==> src/rtl/eth_tx_pkg.sv <==
// Shared definitions for the Ethernet transmit path: scheduler state encoding,
// packet kind constants and the default payload/gap sizes.
package eth_tx_pkg;

  typedef enum logic [2:0] {
    StIdle,
    StStart,
    StWaitTx,
    StSend,
    StGap
  } sched_state_e;

  localparam logic PKT_JPEG = 1'b0;
  localparam logic PKT_STAT = 1'b1;

  localparam int unsigned PAYLOAD_BYTES_DEF = 1024;
  localparam int unsigned IFG_CYCLES_DEF    = 24;

  // Wide enough for both the start timeout and the inter-packet gap.
  localparam int unsigned TIMER_W = 16;

endpackage

==> src/rtl/sched_timer.sv <==
// Loadable down-counter with a done flag; shared by the GAP and WAIT_TX phases.
module sched_timer #(
  parameter int unsigned Width = 16
) (
  input  logic             clk_i,
  input  logic             rst_i,
  input  logic             load_i,
  input  logic [Width-1:0] load_val_i,
  output logic             done_o
);

  logic [Width-1:0] cnt_q, cnt_d;

  always_comb begin
    cnt_d = cnt_q;
    if (load_i) begin
      cnt_d = load_val_i;
    end else if (cnt_q != '0) begin
      cnt_d = cnt_q - Width'(1);
    end
  end

  always_ff @(posedge clk_i or posedge rst_i) begin
    if (rst_i) begin
      cnt_q <= '0;
    end else begin
      cnt_q <= cnt_d;
    end
  end

  assign done_o = (cnt_q == '0);

endmodule

==> src/rtl/jpeg_pkt_scheduler.sv <==
// Transmit packet scheduler: arbitrates JPEG payload vs status packets, issues a
// start pulse with a latched descriptor, and enforces start timeout and inter-packet gap.
module jpeg_pkt_scheduler
  import eth_tx_pkg::*;
#(
  parameter int unsigned PAYLOAD_BYTES = PAYLOAD_BYTES_DEF,
  parameter int unsigned STAT_BYTES    = 64,
  parameter int unsigned LVL_W         = 13,
  parameter int unsigned SEQ_W         = 16,
  parameter int unsigned IFG_CYCLES    = IFG_CYCLES_DEF,
  parameter int unsigned STARVE_LIMIT  = 4,
  parameter int unsigned START_TIMEOUT = 256
) (
  input  logic             eth_clk,
  input  logic             rst,
  input  logic [LVL_W-1:0] fifo_level,
  input  logic             frame_done,
  input  logic             stat_req,
  output logic             stat_ack,
  input  logic             tx_active,
  output logic             start_send,
  output logic             pkt_kind,
  output logic [LVL_W-1:0] pkt_len,
  output logic [SEQ_W-1:0] pkt_seq,
  output logic             pkt_last,
  output logic             tx_err,
  output logic             busy
);

  localparam int unsigned RunW = $clog2(STARVE_LIMIT + 1) + 1;
  localparam logic [LVL_W-1:0] PayLen  = LVL_W'(PAYLOAD_BYTES);
  localparam logic [LVL_W-1:0] StatLen = LVL_W'(STAT_BYTES);

  sched_state_e     state_q, state_d;
  logic [RunW-1:0]  jpeg_run_q, jpeg_run_d;
  logic             start_send_q, start_send_d;
  logic             stat_ack_q, stat_ack_d;
  logic             tx_err_q, tx_err_d;
  logic             busy_q, busy_d;
  logic             pkt_kind_q, pkt_kind_d;
  logic [LVL_W-1:0] pkt_len_q, pkt_len_d;
  logic [SEQ_W-1:0] pkt_seq_q, pkt_seq_d;
  logic             pkt_last_q, pkt_last_d;

  logic               jpeg_elig, any_elig, stat_win;
  logic               tmr_load, tmr_done;
  logic [TIMER_W-1:0] tmr_val;

  assign jpeg_elig = (fifo_level >= PayLen) || (frame_done && (fifo_level != '0));
  assign any_elig  = jpeg_elig || stat_req;
  assign stat_win  = stat_req && (!jpeg_elig || (jpeg_run_q >= RunW'(STARVE_LIMIT)));

  sched_timer #(
    .Width(TIMER_W)
  ) u_timer (
    .clk_i      (eth_clk),
    .rst_i      (rst),
    .load_i     (tmr_load),
    .load_val_i (tmr_val),
    .done_o     (tmr_done)
  );

  always_ff @(posedge eth_clk or posedge rst) begin
    if (rst) begin
      state_q      <= StIdle;
      jpeg_run_q   <= '0;
      start_send_q <= 1'b0;
      stat_ack_q   <= 1'b0;
      tx_err_q     <= 1'b0;
      busy_q       <= 1'b0;
      pkt_kind_q   <= PKT_JPEG;
      pkt_len_q    <= '0;
      pkt_seq_q    <= '0;
      pkt_last_q   <= 1'b0;
    end else begin
      state_q      <= state_d;
      jpeg_run_q   <= jpeg_run_d;
      start_send_q <= start_send_d;
      stat_ack_q   <= stat_ack_d;
      tx_err_q     <= tx_err_d;
      busy_q       <= busy_d;
      pkt_kind_q   <= pkt_kind_d;
      pkt_len_q    <= pkt_len_d;
      pkt_seq_q    <= pkt_seq_d;
      pkt_last_q   <= pkt_last_d;
    end
  end

  always_comb begin
    state_d = state_q;
    unique case (state_q)
      StIdle:   if (any_elig) state_d = StStart;
      StStart:  state_d = StWaitTx;
      StWaitTx: begin
        if (tx_active) begin
          state_d = StSend;
        end else if (tmr_done) begin
          state_d = StGap;
        end
      end
      StSend:   if (!tx_active) state_d = StGap;
      StGap:    if (tmr_done) state_d = StIdle;
      default:  state_d = StIdle;
    endcase
  end

  // Loads are offset so tx_err lands START_TIMEOUT cycles after start_send and
  // IDLE is reached exactly IFG_CYCLES cycles after GAP is entered.
  always_comb begin
    tmr_load = 1'b0;
    tmr_val  = '0;
    if (state_q == StStart) begin
      tmr_load = 1'b1;
      tmr_val  = TIMER_W'(START_TIMEOUT - 2);
    end else if ((state_q != StGap) && (state_d == StGap)) begin
      tmr_load = 1'b1;
      tmr_val  = TIMER_W'(IFG_CYCLES - 1);
    end
  end

  always_comb begin
    start_send_d = (state_q == StIdle) && any_elig;
    stat_ack_d   = start_send_d && stat_win;
    tx_err_d     = (state_q == StWaitTx) && !tx_active && tmr_done;
    busy_d       = (state_d != StIdle);
    jpeg_run_d   = jpeg_run_q;
    pkt_kind_d   = pkt_kind_q;
    pkt_len_d    = pkt_len_q;
    pkt_last_d   = pkt_last_q;
    pkt_seq_d    = pkt_seq_q;
    if (start_send_d) begin
      if (stat_win) begin
        pkt_kind_d = PKT_STAT;
        pkt_len_d  = StatLen;
        pkt_last_d = 1'b0;
        jpeg_run_d = '0;
      end else begin
        pkt_kind_d = PKT_JPEG;
        pkt_len_d  = (fifo_level > PayLen) ? PayLen : fifo_level;
        pkt_last_d = frame_done && (fifo_level <= PayLen);
        jpeg_run_d = stat_req ? jpeg_run_q + RunW'(1) : '0;
      end
    end
    if ((state_q == StSend) && !tx_active && (pkt_kind_q == PKT_JPEG)) begin
      pkt_seq_d = pkt_seq_q + SEQ_W'(1);
    end
  end

  assign start_send = start_send_q;
  assign stat_ack   = stat_ack_q;
  assign tx_err     = tx_err_q;
  assign busy       = busy_q;
  assign pkt_kind   = pkt_kind_q;
  assign pkt_len    = pkt_len_q;
  assign pkt_seq    = pkt_seq_q;
  assign pkt_last   = pkt_last_q;

endmodule
==> config.mk <==
export PLATFORM = sky130hd
export DESIGN_NAME = jpeg_pkt_scheduler
export DESIGN_NICKNAME = d
export VERILOG_FILES = /design/src/rtl/eth_tx_pkg.sv /design/src/rtl/sched_timer.sv /design/src/rtl/jpeg_pkt_scheduler.sv
export SDC_FILE = /design/constraint.sdc
export NUM_CORES = 1
export LEC_CHECK = 0
export BUFFER_PORTS_ARGS = -buffer_cell sky130_fd_sc_hd__buf_2
export CELL_PAD_IN_SITES_DETAIL_PLACEMENT = 0
export CELL_PAD_IN_SITES_GLOBAL_PLACEMENT = 2
export CORE_MARGIN = 4
export CORE_UTILIZATION = 35
export DETAILED_ROUTE_END_ITERATION = 8
export GPL_TIMING_DRIVEN = 0
export PLACE_DENSITY = 0.77
export SYNTH_ARGS = -nofsm -noshare
export SYNTH_HDL_FRONTEND = slang
export SYNTH_HIERARCHICAL = 1
export SYNTH_SLANG_ARGS = --single-unit
==> constraint.sdc <==
create_clock -name eth_clk -period 2.85 [get_ports eth_clk]
set_clock_uncertainty 0.05 [all_clocks]
set_input_delay 0.57 -clock eth_clk [delete_from_list [all_inputs] [get_ports eth_clk]]
set_output_delay 0.57 -clock eth_clk [all_outputs]
set_load 0.005 [all_outputs]
==> impl_metrics.env <==
export IMPL_path_clk_slew_ns=0.06
export IMPL_grt_pass1_vias=2303
export IMPL_async_reset_ff_frac=1.00
export IMPL_setup_viol=0
export IMPL_hpwl_um=4680
export IMPL_cts_root_buffer="clkbuf_8"
export IMPL_syn_area_per_cell_sq_um=10.5
export IMPL_drive_gt1_frac=0.279
export IMPL_start_kind="register"
export IMPL_postRouteAntennaNets=0
export IMPL_avgViaCountPerCell=4.94
export IMPL_io_pins=53
export IMPL_grtUsageTotal=0.144
export IMPL_finalCriticalPeriod_ns=2.62
export IMPL_yosysSeqAreaShare=0.496
export IMPL_start_util=0.358
export IMPL_dieArea_sq_um=9890
export IMPL_clock_fmax_ghz=0.381
export IMPL_final_max_slew_violation_count=0
export IMPL_cts_sinks=58
export IMPL_yosysTopAreaCell="dfrtp_1"
export IMPL_dr_total_vias=2286
export IMPL_synthCells=279
export IMPL_irDropWorstVdd_uv=404
export IMPL_arrival_ns=2.76
export IMPL_crit_fanout=10
export IMPL_synthToLayoutAreaGrowth_pct=23.7
export IMPL_nNetsFinal=374
export IMPL_wl_per_cell_um=14.3
export IMPL_hold_class="in -> async"
export IMPL_core_area_sq_um=8180
export IMPL_grt_setup_unrepaired="false"
export IMPL_finalHoldViolations=0
export IMPL_drcViolationCount=0
export IMPL_dieHeight_um=99.5
export IMPL_netlist_area_leader_share=0.496
export IMPL_diodes=0
export IMPL_overflow=0
export IMPL_firstDrtPassIters=4
export IMPL_h_tree_depth=3
export IMPL_synth_area_leaders="dfrtp_1 50%, xnor2_1 6.9%, nand2_1 4.6%"
export IMPL_max_slew_worst_pin_slew_ns=0.833
export IMPL_cts_tree="done"
export IMPL_die_w_um=99.5
export IMPL_wl_um=6620
export IMPL_p_per_area_nw_per_um2=954
export IMPL_fp_row_count=33
export IMPL_antenna_found_initial=0
export IMPL_status="finished clean"
export IMPL_yosysUniqueCellTypes=54
export IMPL_ys_warnings_count=6
export IMPL_portBuffers=52
export IMPL_dpl_worst_slack_ns=-0.300
export IMPL_grt_max_degree=41
export IMPL_clk_latency_ns=0.33
export IMPL_ctsLongestPathBuffers=2
export IMPL_power_leakage_uw=0.00165
export IMPL_fin_util=0.443
export IMPL_crit_type="reg -> reg"
export IMPL_ys_flop_type="dfrtp_1"
export IMPL_synth_area_sq_um=2930
export IMPL_end_kind="register"
export IMPL_regToRegSetupSlack_ns=0.23
export IMPL_synth_seq_cells=58
export IMPL_drt_first_iter_violations=64
export IMPL_numCtsBuffers=9
export IMPL_grt_pass1_wl_um=11400
export IMPL_synth_edff_count=0
export IMPL_relSlewSlack=0.445
export IMPL_finalWorstSetupSlack_ns=0.228
export IMPL_maxCapViolations=0
export IMPL_gp_congestion=0.744
export IMPL_period_share=0.920
export IMPL_required_ns=2.99
==> state kept, by name (all words and copies together), names as in the netlist <==
signal and cells:
jpeg_run_q 4, tx_err 1, busy 1, stat_ack 1, pkt_last 1, u_timer/cnt_q 16, pkt_len 13, state_q 3
pkt_seq 16, pkt_kind 1, start_send 1
==> stage by stage <==
step / std cells / instance area [sq um] / hold slack [ns] / power, uW / TNS [ns]
2_1_floorplan: 286 / 2950 / 0.418 / 2220 / 0
3_3_place_gp: 443 / 3350 / 0.407 / 2580 / -4.16
3_5_place_dp: 444 / 3370 / 0.402 / 2590 / -3.59
4_1_cts: 462 / 3610 / 0.0457 / 3490 / 0
5_1_grt: 463 / 3620 / 0.0480 / 3740 / 0
6_report: 463 / 3620 / 0.0599 / 3450 / 0
==> synthesized netlist by cell type, drive strengths merged, types with 8 or more instances <==
master,count
nor2,14
dfrtp,58
nand3,11
nand4,8
nand2,37
nor3,10
xnor2,23
a21oi,11
inv,19
o32ai,10
==> routing by layer <==
layer  global-route usage  share of wire
met5                    0              0
met4               0.0567          0.013
met3               0.0295          0.032
met2                0.217           0.46
met1                0.204           0.49
==> timing repair <==
action,CTS,global route
pin swaps,1,0
hold endpoints to repair,0,0
endpoints found under the setup margin,15,14
buffers inserted,2,1
resized for setup,3,6
hold buffers,0,0
==> power breakdown <==
| group | switching, uW | internal (uW) |
|---|---|---|
| Combinational | 696 | 576 |
| Clock | 331 | 514 |
| Sequential | 258 | 1080 |
==> worst max-delay path: stages (launching register included) <==
cell and delay [ns]:
dfrtp_1 0.39, inv_1 0.10, ha_2 0.23, nor3b_4 0.28, nand4b_4 0.20, nor2_4 0.18, nor2_1 0.06, or2_2 0.31
nand2b_2 0.18, inv_1 0.07, buf_2 0.20, o311ai_1 0.11, o211ai_1 0.12
==> final timing paths <==
path | cells past startpoint | startpoint | end
max | 12 | u_timer/cnt_q[0]$_DFFE_PP0P_ | u_timer/cnt_q[14]$_DFFE_PP0P_
min | 2 | rst | pkt_len[12]$_DFFE_PP0P_
max in group asynchronous | 2 | rst | u_timer/cnt_q[3]$_DFFE_PP0P_
min in group eth_clk | 1 | pkt_seq[15]$_DFFE_PP0P_ | pkt_seq[15]$_DFFE_PP0P_
min reg2reg | 1 | pkt_seq[15]$_DFFE_PP0P_ | pkt_seq[15]$_DFFE_PP0P_
max reg2reg | 12 | u_timer/cnt_q[0]$_DFFE_PP0P_ | u_timer/cnt_q[14]$_DFFE_PP0P_
==> logic make-up (layout without fill, tap and decap cells) <==
| logic type | after synthesis | after routing | synth area share |
|---|---|---|---|
| mux | 6 | 6 | 0.0214 |
| other cells | 1 | 8 | 0.00128 |
| flops | 58 | 58 | 0.496 |
| compound gates | 47 | 47 | 0.115 |
| fa+ha+maj | 3 | 3 | 0.0128 |
| simple gates | 113 | 113 | 0.241 |
| xor+xnor | 26 | 26 | 0.0778 |
| buf+inv | 25 | 97 | 0.0355 |
==> placed cells by master (no fill, tap or decap), drive strengths merged, types with 2 or more instances in the layout <==
cell     n
ha       3
and3     4
o31ai    5
nand2b   3
a21oi   11
nor4     4
nand3   11
and2     2
or4      5
buf     58
nor3    10
conb     8
nor3b    5
bufinv   2
or2      2
nand4    8
nand2   37
inv     19
clkinv   2
xnor2   23
nor2    14
mux2i    4
o21ai    5
dfrtp   58
o32ai   10
a31oi    3
clkbuf  15
xor2     3
o211ai   2
nand3b   3
a211oi   3
mux2     2
==> cell type report <==
cell class / instances / area (sq um)
Clock inverter: 5 / 77.6
Buffer: 6 / 33.8
Clock buffer: 11 / 141
Multi-Input combinational cell: 203 / 1410
Inverter: 19 / 73.8
Tap cell: 105 / 131
Fill cell: 836 / 4550
Timing Repair Buffer: 56 / 303
Sequential cell: 58 / 1450
Note: power is estimated with default switching activity, not from simulation.
